### src/rtl/control_sequencer.sv
// control_sequencer: hardwired control unit for the 32-bit single-bus CPU.
// Steps fetch (T0-T2) and execute (T3-T7), decoding strobes from the step and IR.
module control_sequencer #(
    parameter int unsigned OPW = 5,
    parameter int unsigned RSW = 4
) (
    input  logic           clock,
    input  logic           clear,
    input  logic [31:0]    ir,
    input  logic           mem_ready,
    input  logic           stop,
    output logic           PCout,
    output logic           PCin,
    output logic           IncPC,
    output logic           MARin,
    output logic           MDRin,
    output logic           MDRout,
    output logic           IRin,
    output logic           Yin,
    output logic           Zin,
    output logic           Zlowout,
    output logic           Zhighout,
    output logic           HIin,
    output logic           LOin,
    output logic           Cout,
    output logic           Read,
    output logic           Write,
    output logic           reg_out_en,
    output logic [RSW-1:0] reg_out_sel,
    output logic           reg_in_en,
    output logic [RSW-1:0] reg_in_sel,
    output logic [3:0]     alu_op,
    output logic           run,
    output logic           illegal
);

    typedef enum logic [3:0] {
        StT0, StT1, StT2, StT3, StT4, StT5, StT6, StT7, StHalt
    } step_e;

    localparam logic [4:0] OpLd   = 5'b00000;
    localparam logic [4:0] OpSt   = 5'b00001;
    localparam logic [4:0] OpAdd  = 5'b00010;
    localparam logic [4:0] OpSub  = 5'b00011;
    localparam logic [4:0] OpAnd  = 5'b00100;
    localparam logic [4:0] OpOr   = 5'b00101;
    localparam logic [4:0] OpShr  = 5'b00110;
    localparam logic [4:0] OpShl  = 5'b00111;
    localparam logic [4:0] OpAddi = 5'b01000;
    localparam logic [4:0] OpMul  = 5'b01111;
    localparam logic [4:0] OpDiv  = 5'b10000;
    localparam logic [4:0] OpNop  = 5'b11000;
    localparam logic [4:0] OpHalt = 5'b11001;

    step_e            r_step;
    step_e            w_boundary;
    logic [OPW-1:0]   w_op;
    logic [RSW-1:0]   w_ra;
    logic [RSW-1:0]   w_rb;
    logic [RSW-1:0]   w_rc;
    logic             w_is_alu;
    logic             w_is_muldiv;
    logic             w_is_addi;
    logic             w_is_ld;
    logic             w_is_st;
    logic             w_is_nop;
    logic             w_is_halt;
    logic             w_is_illegal;
    logic [3:0]       w_alu_code;
    logic             w_unused_ir;

    assign w_op = ir[31 -: OPW];
    assign w_ra = ir[26 -: RSW];
    assign w_rb = ir[22 -: RSW];
    assign w_rc = ir[18 -: RSW];
    assign w_unused_ir = ^ir[14:0];

    assign w_is_alu     = (w_op >= OpAdd) && (w_op <= OpShl);
    assign w_is_muldiv  = (w_op == OpMul) || (w_op == OpDiv);
    assign w_is_addi    = (w_op == OpAddi);
    assign w_is_ld      = (w_op == OpLd);
    assign w_is_st      = (w_op == OpSt);
    assign w_is_nop     = (w_op == OpNop);
    assign w_is_halt    = (w_op == OpHalt);
    assign w_is_illegal = !(w_is_alu || w_is_muldiv || w_is_addi || w_is_ld || w_is_st ||
                            w_is_nop || w_is_halt);

    // Leaving the last execute state: a pending stop request diverts to HALT.
    assign w_boundary = stop ? StHalt : StT0;

    // ALU function code for the opcode currently in IR.
    always_comb begin
        w_alu_code = 4'd0;
        case (w_op)
            OpSub:   w_alu_code = 4'd1;
            OpAnd:   w_alu_code = 4'd2;
            OpOr:    w_alu_code = 4'd3;
            OpShr:   w_alu_code = 4'd4;
            OpShl:   w_alu_code = 4'd5;
            OpMul:   w_alu_code = 4'd6;
            OpDiv:   w_alu_code = 4'd7;
            default: w_alu_code = 4'd0;
        endcase
    end

    // Step register: clear wins from any state; wait states hold until mem_ready.
    always_ff @(posedge clock) begin
        if (clear) begin
            r_step <= StT0;
        end else begin
            case (r_step)
                StT0: r_step <= StT1;
                StT1: if (mem_ready) r_step <= StT2;
                StT2: r_step <= StT3;
                StT3: begin
                    if (w_is_halt) begin
                        r_step <= StHalt;
                    end else if (w_is_nop || w_is_illegal) begin
                        r_step <= w_boundary;
                    end else begin
                        r_step <= StT4;
                    end
                end
                StT4: r_step <= StT5;
                StT5: r_step <= (w_is_alu || w_is_addi) ? w_boundary : StT6;
                StT6: begin
                    if (w_is_muldiv) begin
                        r_step <= w_boundary;
                    end else if (w_is_ld) begin
                        if (mem_ready) r_step <= StT7;
                    end else if (w_is_st) begin
                        r_step <= StT7;
                    end else begin
                        r_step <= StT0;
                    end
                end
                StT7: begin
                    if (w_is_ld || mem_ready) r_step <= w_boundary;
                end
                StHalt: r_step <= StHalt;
                default: r_step <= StT0;
            endcase
        end
    end

    // Strobe decode from step and IR; everything is masked while clear is high.
    always_comb begin
        PCout       = 1'b0;
        PCin        = 1'b0;
        IncPC       = 1'b0;
        MARin       = 1'b0;
        MDRin       = 1'b0;
        MDRout      = 1'b0;
        IRin        = 1'b0;
        Yin         = 1'b0;
        Zin         = 1'b0;
        Zlowout     = 1'b0;
        Zhighout    = 1'b0;
        HIin        = 1'b0;
        LOin        = 1'b0;
        Cout        = 1'b0;
        Read        = 1'b0;
        Write       = 1'b0;
        reg_out_en  = 1'b0;
        reg_out_sel = '0;
        reg_in_en   = 1'b0;
        reg_in_sel  = '0;
        alu_op      = 4'd0;
        illegal     = 1'b0;
        run         = clear || (r_step != StHalt);
        if (!clear) begin
            case (r_step)
                StT0: begin
                    PCout = 1'b1;
                    MARin = 1'b1;
                    IncPC = 1'b1;
                    Zin   = 1'b1;
                end
                StT1: begin
                    Zlowout = 1'b1;
                    PCin    = 1'b1;
                    Read    = 1'b1;
                    MDRin   = 1'b1;
                end
                StT2: begin
                    MDRout = 1'b1;
                    IRin   = 1'b1;
                end
                StT3: begin
                    if (w_is_alu || w_is_muldiv || w_is_addi || w_is_ld || w_is_st) begin
                        reg_out_en  = 1'b1;
                        reg_out_sel = w_rb;
                        Yin         = 1'b1;
                    end
                    illegal = w_is_illegal;
                end
                StT4: begin
                    Zin = 1'b1;
                    if (w_is_alu || w_is_muldiv) begin
                        reg_out_en  = 1'b1;
                        reg_out_sel = w_rc;
                        alu_op      = w_alu_code;
                    end else begin
                        Cout = 1'b1;
                    end
                end
                StT5: begin
                    Zlowout = 1'b1;
                    if (w_is_alu || w_is_addi) begin
                        reg_in_en  = 1'b1;
                        reg_in_sel = w_ra;
                    end else if (w_is_muldiv) begin
                        LOin = 1'b1;
                    end else begin
                        MARin = 1'b1;
                    end
                end
                StT6: begin
                    if (w_is_muldiv) begin
                        Zhighout = 1'b1;
                        HIin     = 1'b1;
                    end else if (w_is_ld) begin
                        Read  = 1'b1;
                        MDRin = 1'b1;
                    end else if (w_is_st) begin
                        reg_out_en  = 1'b1;
                        reg_out_sel = w_ra;
                        MDRin       = 1'b1;
                    end
                end
                StT7: begin
                    if (w_is_ld) begin
                        MDRout     = 1'b1;
                        reg_in_en  = 1'b1;
                        reg_in_sel = w_ra;
                    end else if (w_is_st) begin
                        Write = 1'b1;
                    end
                end
                default: ;
            endcase
        end
    end

endmodule

### config.mk
export PLATFORM = sky130hd
export DESIGN_NAME = control_sequencer
export DESIGN_NICKNAME = d
export VERILOG_FILES = /design/src/rtl/control_sequencer.sv
export SDC_FILE = /design/constraint.sdc
export NUM_CORES = 1
export LEC_CHECK = 0
export CORE_MARGIN = 3
export CORE_UTILIZATION = 48
export CTS_CLUSTER_SIZE = 16
export DETAILED_ROUTE_END_ITERATION = 6
export DONT_BUFFER_PORTS = 1
export GPL_ROUTABILITY_DRIVEN = 0
export PLACE_DENSITY_LB_ADDON = 0.1
export SYNTH_ARGS = -nofsm -noshare
export SYNTH_HDL_FRONTEND = slang
export SYNTH_SLANG_ARGS = --single-unit
### constraint.sdc
create_clock -name clock -period 4.6 [get_ports clock]
set_clock_uncertainty 0.05 [all_clocks]
set_input_delay 0.46 -clock clock [delete_from_list [all_inputs] [get_ports clock]]
set_output_delay 0.46 -clock clock [all_outputs]
set_load 0.005 [all_outputs]
==> flow_summary_export.csv <==
group,metric,value,unit
status,status,"complete, no violations",
sta,fmax,0.3763,GHz
logic_synthesis,syn_area,1022,µm²
floorplanning,start_util,51.58,%
logic_synthesis,synth_area_per_cell,6.233,µm²
final_layout,nets,188,
cts,path_clk_slew,0.04,ns
critical_path,cp.arrival,2.15,ns
hold_path,hold_path.class,"in -> reg",
critical_path,worst_setup_path_start_kind,"flop",
pwr,powerDensity,166.7,nW/µm²
critical_path,r2r-start,"r_step[1]$_SDFFE_PP0P_",
global_route,met1_usage,30.38,%
cts,cts_tree,"yes",
final_layout,nFillCells,218,
final_layout,antenna_cells,0,
cts,clock-sinks,4,
pwr,power_frac_comb,41.4,%
final_layout,fin_util,50.63,%
pwr,netSwitchingFraction,41.93,%
pwr,p_int,0.00009714,W
cts,post_cts_buffers,0,
critical_path,crit_path_end_kind,"output port",
final_layout,syn_to_final_growth,-1.836,%
pwr,power.leakage,0.3357,nW
logic_synthesis,yosys_most_used_dff,"dfxtp_1",
floorplanning,boundaryPins,68,
pwr,ir_worst_vdd,0.1501,mV
critical_path,crit_path_max_incr_delay,0.74,ns
sta,fin_crit,2.658,ns
critical_path,required,4.09,ns
global_route,grt_max_degree,20,
global_route,busiest_layer,"met2",
final_layout,largest_register_ffs,4,
routing,post_drt_via_cell_ratio,6.814,
final_layout,regMostFlops,"r_step",
cts,cts_made_buffers,3,
sta,tns,0,ns
placed_design,hpwl,2404,µm
routing,ant_nets,0,
critical_path,cp_max_fo,19,
run,maxCapViolCount,0,
floorplanning,dieArea,2720,µm²
routing,firstDrtPassIters,4,
logic_synthesis,ys_types,49,
critical_path,endpoint,"reg_out_sel[2]",
routing,routedWlPerCell,17.81,µm
critical_path,crit_buf_inv,0,
sta,hold_viol_final,0,
logic_synthesis,synth_nets,200,
placed_design,portBuffers,0,
logic_synthesis,synth.ff_latch_count,4,
logic_synthesis,synth_edf_count,0,
global_route,grt.overflow.total,0,
logic_synthesis,synthArstFlopShare,0,%
global_route,antenna_found_initial,0,
pwr,p_sw,0.00007014,W
logic_synthesis,synth_largest_area_cell,"dfxtp_1",
critical_path,rrSetupSlack,2.61,ns
logic_synthesis,syn_inst,164,
critical_path,path_cells,"nand4bb_1, nor3_2, a22oi_1, a21boi_0",
routing,drtIter0Drc,55,
global_route,grt_pass1_vias,1093,
floorplanning,design.core.area,1982,µm²
logic_synthesis,yosysWarnings,0,
critical_path,critPathSlowestCell,"dfxtp_1",
critical_path,worst-setup-path-type,"reg -> out",
sta,rsz0062_at_grt,"false",
sta,relSlewSlack,52.53,%
routing,finalWirelength,3153,µm
final_layout,final_cell_mix,"nor2_1 (20), nor3_1 (13), inv_1 (11)",
floorplanning,rows,16,
cts,cts_resized,0,
final_layout,largestRegisters,"r_step (4)",
global_route,grt_util_all_layers,23.73,%
critical_path,crit_start,"r_step[1]$_SDFFE_PP0P_",
critical_path,r2r_cells,4,
cts,cts.path.max_buffers,2,
global_route,grtUsageMet3,7.736,%
floorplanning,die_y,52.15,µm
cts,hold_buffers,0,
sta,maxSlewViolCount,0,
pwr,seqPwrFrac,31.7,%
pwr,total_power,0.0001673,W
floorplanning,die_x,52.15,µm
cts,cts_max_level,1,
final_layout,drive_gt1_share,6.000,%
logic_synthesis,yosysTopAreaCellShare,7.834,%
final_layout,final_common_cell,"nor2_1",
critical_path,r2r-end,"r_step[0]$_SDFFE_PP0P_",
logic_synthesis,synth.top_cells.by_area,"dfxtp_1 (7.8%), nor2_1 (7.3%), nor3_1 (6.4%)",
routing,vias,1206,
logic_synthesis,ys_seq_area_share,7.834,%
pwr,pwr-share-clk,27.0,%
cts,clkLatencyLatePin,0.24,ns
critical_path,cp.depth,4,
sta,tightest_slew,0.7066,ns
global_route,grt_first_pass_wirelength,4961,µm
global_route,use_met2,37.03,%
critical_path,cp_top_family,"simple AND/OR/NAND/NOR gates",
routing,drc,0,
sta,period_share,57.78,%
sta,setup_viol,0,
cts,cts_root_buffer,"clkbuf_4",
Yosys cell counts (5+ instances only):
library cell / count
inv_1: 11
a21boi_0: 8
nand2_1: 8
a21oi_1: 10
a22oi_1: 5
nor3_1: 13
nor2_1: 20
clkbuf_1: 13
or3_1: 5
o211ai_1: 6
tightest hold or removal path, stage by stage:
cell and delay, ns:
nor2_1 0.03, o211ai_1 0.07, a21oi_1 0.05
worst min path at each step:
stage,to,startpoint,depth (start not counted)
2_1_floorplan,r_step[0]$_SDFFE_PP0P_,clear,3
3_3_place_gp,r_step[0]$_SDFFE_PP0P_,clear,3
3_5_place_dp,r_step[0]$_SDFFE_PP0P_,clear,3
4_1_cts,r_step[0]$_SDFFE_PP0P_,clear,3
5_1_grt,r_step[0]$_SDFFE_PP0P_,clear,3
6_report,r_step[0]$_SDFFE_PP0P_,clear,3
power groups by stage:
stage	sequential [W]	combinational [W]	clock, W
floorplan	0.0000400	0.0000766	0
global placement	0.0000526	0.0000669	0
detailed placement	0.0000530	0.0000688	0
CTS	0.0000526	0.0000689	0.0000460
global route	0.0000545	0.0000776	0.0000515
finish	0.0000530	0.0000692	0.0000451
routing by layer:
metal  vias up  routed length, µm  share of wire, %
li1        577                  -                 -
met1       563               1368                43
met2        64               1433                45
met3         2                342                11
met4         0                  9              0.29
met5         -                  0                 0
cell families (layout without fill, tap and decap cells):
group                  after synthesis  after routing  synth area share [%]
XOR/XNOR                             1              1                0.8569
flip-flops                           4              4                 7.834
other                                1              1                0.3668
multiplexers                         1              1                0.9792
buffers and inverters               28             14                 11.38
AO/OA/AOI/OAI                       53             53                 38.31
AND/OR/NAND/NOR                     76             76                 40.27
area by class of cell:
class	count	area, µm²	area share, %
Clock buffer	3	22.52	2.244
Tap cell	27	33.78	3.367
Sequential cell	4	80.08	7.980
Inverter	11	41.29	4.115
Multi-Input combinational cell	132	825.8	82.29
metrics by stage:
| stage | setup WS [ns] | hold slack, ns | instance area (µm²) | instances |
|---|---|---|---|---|
| after CTS | 1.954 | 0.3700 | 1003 | 177 |
| after detailed placement | 2.224 | 0.6267 | 980.9 | 174 |
| after floorplan | 2.453 | 0.5952 | 1022 | 164 |
| after global routing | 1.734 | 0.3876 | 1003 | 177 |
| after global placement | 2.284 | 0.6148 | 980.9 | 174 |
| final | 1.942 | 0.3744 | 1003 | 177 |
Note: power is estimated with default switching activity, not from simulation.
